--- src/rtl/fetch_unit.sv ---
// fetch_unit: instruction fetch stage with prefetch FIFO; optional perf counters via FETCH_PERF_EN
module fetch_unit #(
    parameter logic [31:0] RESET_PC   = 32'h0000_0000,
    parameter int          FIFO_DEPTH = 4
) (
    input  logic        clk,
    input  logic        reset,
    output logic        imem_req,
    output logic [31:0] imem_addr,
    input  logic        imem_ready,
    input  logic        imem_rvalid,
    input  logic [31:0] imem_rdata,
    input  logic        redirect_valid,
    input  logic [31:0] redirect_pc,
    output logic        out_valid,
    input  logic        out_ready,
    output logic [31:0] out_instr,
    output logic [31:0] out_pc
`ifdef FETCH_PERF_EN
    ,
    output logic [31:0] perf_fetched,
    output logic [31:0] perf_flushed
`endif
);
    localparam int AW = $clog2(FIFO_DEPTH);
    typedef enum logic [1:0] {S_FETCH, S_WAIT, S_DISCARD} state_t;
    state_t      r_state, w_next;
    logic [31:0] r_fetch_pc, r_req_pc;
    logic [31:0] r_pc_mem [FIFO_DEPTH];
    logic [31:0] r_instr_mem [FIFO_DEPTH];
    logic [AW-1:0] r_wptr, r_rptr;
    logic [AW:0]   r_count, w_used;
    logic w_outstanding, w_credit, w_accept, w_push, w_pop;
    assign imem_addr = r_fetch_pc;
    assign out_valid = (r_count != '0) && !reset;
    assign out_pc    = r_pc_mem[r_rptr];
    assign out_instr = r_instr_mem[r_rptr];
    // state register
    always_ff @(posedge clk) begin
        r_state <= reset ? S_FETCH : w_next;
    end
    // credit check, request handshake and next-state selection
    always_comb begin
        w_outstanding = r_state != S_FETCH;
        w_used        = r_count + {{AW{1'b0}}, w_outstanding};
        w_credit      = w_used < (AW+1)'(FIFO_DEPTH);
        imem_req      = !reset && !redirect_valid && w_credit &&
                        (r_state == S_FETCH || (r_state == S_WAIT && imem_rvalid));
        w_accept      = imem_req && imem_ready;
        w_push        = r_state == S_WAIT && imem_rvalid && !redirect_valid;
        w_pop         = out_valid && out_ready && !redirect_valid;
        w_next        = redirect_valid ? (w_outstanding ? S_DISCARD : S_FETCH) :
                        w_accept ? S_WAIT :
                        (imem_rvalid && w_outstanding) ? S_FETCH : r_state;
    end
    // fetch pc advances on accept, jumps word-aligned on redirect
    always_ff @(posedge clk) begin
        if (reset) begin
            r_fetch_pc <= RESET_PC;
        end else if (redirect_valid) begin
            r_fetch_pc <= redirect_pc & 32'hFFFF_FFFC;
        end else if (w_accept) begin
            r_fetch_pc <= r_fetch_pc + 32'd4;
            r_req_pc   <= r_fetch_pc;
        end
    end
    // fifo pointers and occupancy, flushed by redirect
    always_ff @(posedge clk) begin
        if (reset || redirect_valid) begin
            r_wptr  <= '0;
            r_rptr  <= '0;
            r_count <= '0;
        end else begin
            if (w_push) r_wptr <= r_wptr + AW'(1);
            if (w_pop) r_rptr <= r_rptr + AW'(1);
            r_count <= r_count + (AW+1)'(w_push) - (AW+1)'(w_pop);
        end
    end
    // fifo storage of {pc, instr} pairs
    always_ff @(posedge clk) begin
        if (w_push) begin
            r_pc_mem[r_wptr]    <= r_req_pc;
            r_instr_mem[r_wptr] <= imem_rdata;
        end
    end
`ifdef FETCH_PERF_EN
    logic w_drop;
    assign w_drop = r_state == S_DISCARD && imem_rvalid;
    // delivered and flushed instruction counters
    always_ff @(posedge clk) begin
        if (reset) begin
            perf_fetched <= '0;
            perf_flushed <= '0;
        end else begin
            perf_fetched <= perf_fetched + 32'(w_pop);
            perf_flushed <= perf_flushed + (redirect_valid ? 32'(r_count) : 32'd0) + 32'(w_drop);
        end
    end
`endif
endmodule

--- config.mk ---
export PLATFORM = sky130hd
export DESIGN_NAME = fetch_unit
export DESIGN_NICKNAME = d
export VERILOG_FILES = /design/src/rtl/fetch_unit.sv
export SDC_FILE = /design/constraint.sdc
export NUM_CORES = 1
export LEC_CHECK = 0
export CORE_MARGIN = 5
export CORE_UTILIZATION = 63
export DETAILED_ROUTE_END_ITERATION = 16
export DONT_BUFFER_PORTS = 1
export HOLD_SLACK_MARGIN = 0.08
export PLACE_DENSITY = 0.82
export RECOVER_POWER = 25
export SYNTH_ARGS = -nofsm -noshare
export SYNTH_HDL_FRONTEND = slang
export SYNTH_SLANG_ARGS = --single-unit
--- constraint.sdc ---
create_clock -name clk -period 3.6 [get_ports clk]
set_clock_uncertainty 0.05 [all_clocks]
set_input_delay 0.54 -clock clk [delete_from_list [all_inputs] [get_ports clk]]
set_output_delay 0.54 -clock clk [all_outputs]
set_load 0.02 [all_outputs]
==> results of run 1 <==
-- worst min path at each step --
stage                                    to  slack (ns)  cells past startpoint
after floorplan             r_pc_mem[0][10]        0.41                      0
after global placement      r_pc_mem[1][29]        0.42                      0
after detailed placement    r_pc_mem[1][19]        0.43                      0
after CTS                 r_instr_mem[3][9]        0.08                      0
after global routing      r_instr_mem[2][3]        0.08                      0
final                     r_instr_mem[3][6]        0.10                      0
-- flip-flops by register name (all words and copies together) (netlist names), named ones only --
register and count:
imem_addr 30, r_instr_mem 128, r_wptr 2, r_state 2, r_pc_mem 120, r_count 3, r_req_pc 30, r_rptr 2
-- Yosys cell counts, types with 3 or more instances --
cell type	n	share of area (%)
a22oi_1	6	0.37
o22ai_1	5	0.26
mux4_2	62	11
buf_2	9	0.37
a31oi_1	17	0.87
clkbuf_1	16	0.49
or3_1	11	0.56
buf_4	4	0.25
o21ai_0	9	0.37
a21oi_1	16	0.65
xnor2_1	4	0.29
nand3_2	3	0.25
nand2b_1	5	0.26
nor2_1	21	0.64
nand3_1	11	0.45
and2_1	5	0.26
dfxtp_1	41	6.7
nand2_1	30	0.92
a211oi_1	3	0.18
ha_1	7	0.72
nor3_1	8	0.33
inv_1	13	0.40
o211ai_1	8	0.49
or4_1	4	0.25
nand4_1	9	0.46
edfxtp_1	278	68
or2_2	3	0.15
-- per-layer routing --
| metal | global-route usage [%] | part of all wire [%] |
|---|---|---|
| met3 | 8.174 | 11 |
| met1 | 28.29 | 39 |
| met2 | 35.21 | 49 |
| met4 | 4.165 | 1.1 |
| met5 | 0 | 0.047 |
-- logic make-up (layout without fill, tap and decap cells) --
logic type | Yosys count | after routing | share of synthesized area (%)
compound gates | 80 | 80 | 4.461
simple gates | 127 | 127 | 5.945
buf+inv | 48 | 103 | 1.750
fa+ha+maj | 8 | 8 | 0.8799
xor+xnor | 5 | 5 | 0.3581
flops | 319 | 319 | 74.98
other cells | 1 | 5 | 0.03067
mux | 64 | 64 | 11.59
-- layout make-up --
cell class              instances  area, µm²
flip-flops and latches        319       9176
multi-input cells             288       2867
clock buffers                  42      912.1
fillers                      1205       5492
inverters                      16      60.06
repair buffers                 30      302.8
clock inverters                15      127.6
diodes                          1      2.502
well taps                     265      331.6
-- per-stage QoR --
stage | std cells | utilization, % | power, mW | instance area (µm²)
2_1_floorplan | 655 | - | 4.278 | 12240
3_3_place_gp | 892 | 64.74 | 4.298 | 12480
3_5_place_dp | 892 | 64.74 | 4.309 | 12480
4_1_cts | 968 | 71.13 | 7.538 | 13710
5_1_grt | 975 | 71.49 | 7.746 | 13780
6_report | 976 | 71.50 | 7.498 | 13780
-- timing repair --
| action | CTS | global route |
|---|---|---|
| hold endpoints to repair | 92 | 18 |
| endpoints found under the setup margin | 0 | 0 |
| hold buffers | 19 | 7 |
| resized for setup | 0 | 0 |
-- power groups by stage --
stage / logic (mW) / registers (mW) / clock network [mW]
after floorplan: 0.0924 / 4.19 / 0
after global placement: 0.0923 / 4.21 / 0
after detailed placement: 0.0982 / 4.21 / 0
after CTS: 0.128 / 4.13 / 3.28
after global routing: 0.150 / 4.14 / 3.46
final: 0.137 / 4.13 / 3.23
==> run summary, run 1 <==
Net Sw Frac: 19.41%
CP Capture Point: imem_addr[30]
Critical path required time: 3.96 ns
Die W: 149.3 µm
Post-synth EDFFs: 278
Clk root buf: clkbuf_16
CP arrival: 3.03 ns
First-pass GRT wire length: 36920 µm
Max-capacitance violation count: 0
Die Area: 22300 µm²
Row cnt: 51
Place WS: 0.7733 ns
CP delay by family, top: simple AND/OR/NAND/NOR gates
Clk sink count: 319
Total wire length: 23540 µm
Wire per inst: 24.12 µm
Status: completed
CP dominant cell by count: nand3_2
RSZ-0062 raised after global routing: false
GR Util All Layers: 21.52%
#FFs+latches synth: 319
I/O pin cnt: 168
Slowest Stage Delay on Critical Path: 0.63 ns
R2R Setup Slk: 0.92 ns
Vias in the first global route: 6418
Maximum clock rate: 373.4 MHz
H-tree depth: 2
Clk pwr share: 43.0%
Total core area: 19270 µm²
Primary FF master, synth: edfxtp_1
CTS tree: built
DP HPWL: 14260 µm
Final max-slew violation count: 0
R2R cell count: 6
Buffers and inverters on the worst path: 0
Post-DRT Antenna Nets: 0
Endpoints failing hold: 0
RR Startpoint: imem_addr[2]
CP cell instances: ha_1 > nand3_2 > nor4_4 > nand3_2 > or4_1 > a31oi_1
Clock Pin Slew Worst Setup and Hold Paths: 0.06 ns
Final Wtd Congestion: 0.8565
CP Depth: 6
Aggregate global routing overflow: 0
Switch Pwr: 1.455 mW
Final Net Count: 767
Die H: 149.3 µm
Hold/Removal Path Class: input pin to flip-flop
Final worst slack: 0.9218 ns
Min-delay src: imem_rdata[6]
Syn avg cell area: 18.75 µm²
WS Path Type: flip-flop to flip-flop
Via count: 6170
Postcts setup bufs: 0
VDD IR max: 0.0004481 V
CP Capture Type: flip-flop
Cells after synthesis: 652
Most frequent cells in the layout: edfxtp_1, mux4_2, dfxtp_1, clkbuf_16, nand2_1
Bufs on Longest Clock Path: 3
Fin Setup TNS: 0 ns
Min cycle time layout: 2.678 ns
Worst-Margin Slew: 1.051 ns
Mapped Area: 12230 µm²
Static leakage: 4.251 nW
# DRC: 0
Num CTS Buffers: 34
Register area share after synthesis: 74.98%
Setup violators final: 0
Initial core utilization: 63.45%
Most common cell after layout, fill and taps aside: edfxtp_1
Synth cell types: 63
Critical path's slowest cell: dfxtp_1
Clock Latency Late Sink: 0.49 ns
Fin crit share: 74.40%
Internal power: 6.043 mW
Yosys synthesis warning count: 0
Final hold slack: 0.1019 ns
Port Buf Inserts: 0
Vias per cell: 6.322
Layout area overhead: 12.69%
Power density over cell area: 544.2 nW/µm²
Initial antenna violation count: 1
Layout cells sized above 1: 18.59%
Gate power share: 1.8%
Pin count of the biggest net entering global routing: 63
DR pass1 iterations: 5
Start point of the critical path: imem_addr[2]
Async set-or-reset flop fraction in the synthesized netlist: 0%
CP max FO: 14
Reg2reg end: imem_addr[30]
DR iter-0 viols: 433
Flop pwr share: 55.1%
Slew headroom: 29.71%
Worst Setup Start Kind: flip-flop
Note: power is estimated with default switching activity, not from simulation.
==> inputs of run 2 (changes only) <==
--- a/config.mk
+++ b/config.mk
@@ -5,12 +5,13 @@
 export SDC_FILE = /design/constraint.sdc
 export NUM_CORES = 1
 export LEC_CHECK = 0
+export ABC_AREA = 1
 export CORE_MARGIN = 5
-export CORE_UTILIZATION = 63
+export CORE_UTILIZATION = 57
 export DETAILED_ROUTE_END_ITERATION = 16
 export DONT_BUFFER_PORTS = 1
 export HOLD_SLACK_MARGIN = 0.08
-export PLACE_DENSITY = 0.82
+export PLACE_DENSITY = 0.78
 export RECOVER_POWER = 25
 export SYNTH_ARGS = -nofsm -noshare
 export SYNTH_HDL_FRONTEND = slang
==> constraint.sdc (replaced) <==
create_clock -name clk -period 2.4 [get_ports clk]
set_clock_uncertainty 0.05 [all_clocks]
set_input_delay 0.36 -clock clk [delete_from_list [all_inputs] [get_ports clk]]
set_output_delay 0.36 -clock clk [all_outputs]
set_load 0.02 [all_outputs]
==> run 2 against run 1 <==
  * Count of clock-buffer cells in the layout is 2 lower
  * Hold slack better by 0.0040 ns
  * Global-route usage up 0.65 points
  * Routed wire length up 25%
  * Synthesized cell count increased by 75%
  * Sequential share of layout area is 7.6 points lower
  * Largest cell class unchanged
==> run summary, run 2 <==
CP arrival: 1.88 ns
Worst Setup Start Kind: flip-flop
Die H: 160.4 µm
Final Core Density: 69.36%
RSZ-0062 raised after global routing: false
DR pass1 iterations: 4
CP max FO: 72
Initial antenna violation count: 0
Async set-or-reset flop fraction in the synthesized netlist: 0%
I/O pin cnt: 168
Finished Layout Cells: 1563
# DRC: 0
Clk root buf: clkbuf_16
CTS tree: built
Clock Pin Slew Worst Setup and Hold Paths: 0.06 ns
WS Path Type: flip-flop to output pin
Cell total after placement: 1436
Row cnt: 55
Clk pwr share: 42.0%
Via count: 8832
Final hold slack: 0.1058 ns
Total wire length: 29360 µm
Diodes inserted: 0
Bufs on Longest Clock Path: 3
Critical path required time: 1.99 ns
Post-DRT Antenna Nets: 0
Slew headroom: 31.88%
Regs by FF count: r_instr_mem (128), r_pc_mem (120)
Layout cells sized above 1: 12.91%
Place WS: 0.3516 ns
Hold EP: r_rptr[0]
Wire per inst: 18.78 µm
Hold/Removal Path Class: input pin to flip-flop
Most frequent cells in the layout: edfxtp_1, nor2_1, nand2_1, o21ai_0, dlygate4sd3_1
Min cycle time layout: 2.294 ns
Endpoints failing hold: 0
Max-capacitance violation count: 0
Reg2reg end: r_count[2]
Most common cell after layout, fill and taps aside: edfxtp_1
Synth top area cells: edfxtp_1, dfxtp_1, nor2_1
Synth cell types: 31
Fill count: 1564
Clk sink count: 319
Worst-Margin Slew: 1.018 ns
Mapped Area: 12890 µm²
Layout area overhead: 20.70%
Share of the synthesized area in the top cell type: 64.76%
DR iter-0 viols: 691
Syn avg cell area: 11.32 µm²
Final worst slack: 0.1061 ns
Fin crit share: 95.58%
Num CTS Buffers: 34
Critical path's slowest cell: o22ai_1
Top cells by count, synth: edfxtp_1, nor2_1, nand2_1, o21ai_0, o22ai_1
First-pass GRT wire length: 45840 µm
Net Sw Frac: 20.94%
Area leader, netlist: edfxtp_1
Most common cell in the synthesized netlist: edfxtp_1
Power density over cell area: 730.1 nW/µm²
Vias per cell: 5.651
Combined area of the multi-input logic cells: 3460 µm²
Register area share after synthesis: 71.12%
Die W: 160.4 µm
CP cell instances: clkinv_2 > buf_12 > o21ai_0 > o22ai_1
Max reg flops: 128
Pin count of the biggest net entering global routing: 73
Clock Latency Late Sink: 0.50 ns
H-tree depth: 2
VDD IR max: 0.0005034 V
RR Startpoint: r_count[1]
Gate power share: 3.7%
DP HPWL: 17120 µm
Overall Power: 11.36 mW
Setup violators final: 0
Yosys synthesis warning count: 0
Port Buf Inserts: 0
Maximum clock rate: 435.9 MHz
Final Wtd Congestion: 0.9224
Post-synth EDFFs: 278
Switch Pwr: 2.379 mW
Flop pwr share: 54.3%
CP Capture Type: output pin
Internal power: 8.981 mW
Static leakage: 5.409 nW
Largest Register: r_instr_mem
Slowest Stage Delay on Critical Path: 0.45 ns
Worst Hold Depth: 3
Aggregate global routing overflow: 0
Min-delay src: out_ready
Status: completed
GR Util All Layers: 22.18%
Cells after synthesis: 1139
Register area: 9176 µm²
Final max-slew violation count: 0
Final Net Count: 1331
R2R cell count: 10
Total core area: 22430 µm²
R2R Setup Slk: 0.38 ns
Vias in the first global route: 8564
Initial core utilization: 57.46%
Die Area: 25720 µm²
Primary FF master, synth: edfxtp_1
#FFs+latches synth: 319
-- run 2: area by class of cell --
cell class / instances / area share (%)
tap: 285 / 2.292
inverter: 63 / 1.528
multi-input combinational: 703 / 22.23
clock inverter: 21 / 0.9810
timing repair buffer: 132 / 8.379
clock buffer: 40 / 5.613
sequential: 319 / 58.97
-- run 2: repair_timing --
| item | 4_1_cts | 5_1_grt |
|---|---|---|
| endpoints found under the setup margin | 55 | 43 |
| setup buffers | 1 | 3 |
| hold buffers | 62 | 0 |
| resized for setup | 4 | 28 |
| endpoints found under the hold margin | 161 | 0 |
-- run 2: power groups by stage --
stage / sequential (mW) / combinational (mW) / clock, mW
5_1_grt: 6.17 / 0.463 / 5.12
4_1_cts: 6.16 / 0.413 / 4.87
3_5_place_dp: 6.28 / 0.296 / 0
6_report: 6.16 / 0.423 / 4.77
3_3_place_gp: 6.28 / 0.292 / 0
2_1_floorplan: 6.29 / 0.188 / 0
-- run 2: worst max path at each step --
stage | endpoint | slack, ns | depth (start not counted)
2_1_floorplan | r_instr_mem[0][0] | -0.42 | 4
3_3_place_gp | out_pc[19] | 0.36 | 3
3_5_place_dp | out_pc[14] | 0.35 | 3
4_1_cts | out_instr[31] | 0.003 | 4
5_1_grt | out_pc[24] | 0.009 | 4
6_report | out_pc[24] | 0.11 | 4
-- run 2: cell families (layout without fill, tap and decap cells) --
kind of cell	count (synthesis)	in the layout	synth area share, %
xor+xnor	8	8	0.5435
flops	319	319	71.12
compound gates	233	233	9.735
other cells	1	4	0.02909
buf+inv	120	256	3.814
simple gates	450	450	13.92
fa+ha+maj	8	8	0.8347
-- run 2: per-stage QoR --
step           setup TNS, ns  area (µm²)
3_3_place_gp               0       13670
2_1_floorplan        -104.25       12910
3_5_place_dp               0       13670
6_report                   0       15560
5_1_grt                    0       15560
4_1_cts                    0       15350
-- run 2: worst max-delay path, delay by kind of cell, from the launching register on --
| kind | cells | cell delay, ns |
|---|---|---|
| flip-flops | 1 | 0.40 |
| AO/OA/AOI/OAI | 2 | 0.57 |
| buffers and inverters | 2 | 0.39 |
-- run 2: per-layer routing --
layer	vias up	share of wire (%)	track usage, %
met1	4184	40	28.50
met5	-	0	0
met3	56	8.9	6.210
met4	0	2.1	7.118
li1	4219	-	-
met2	373	48	36.86
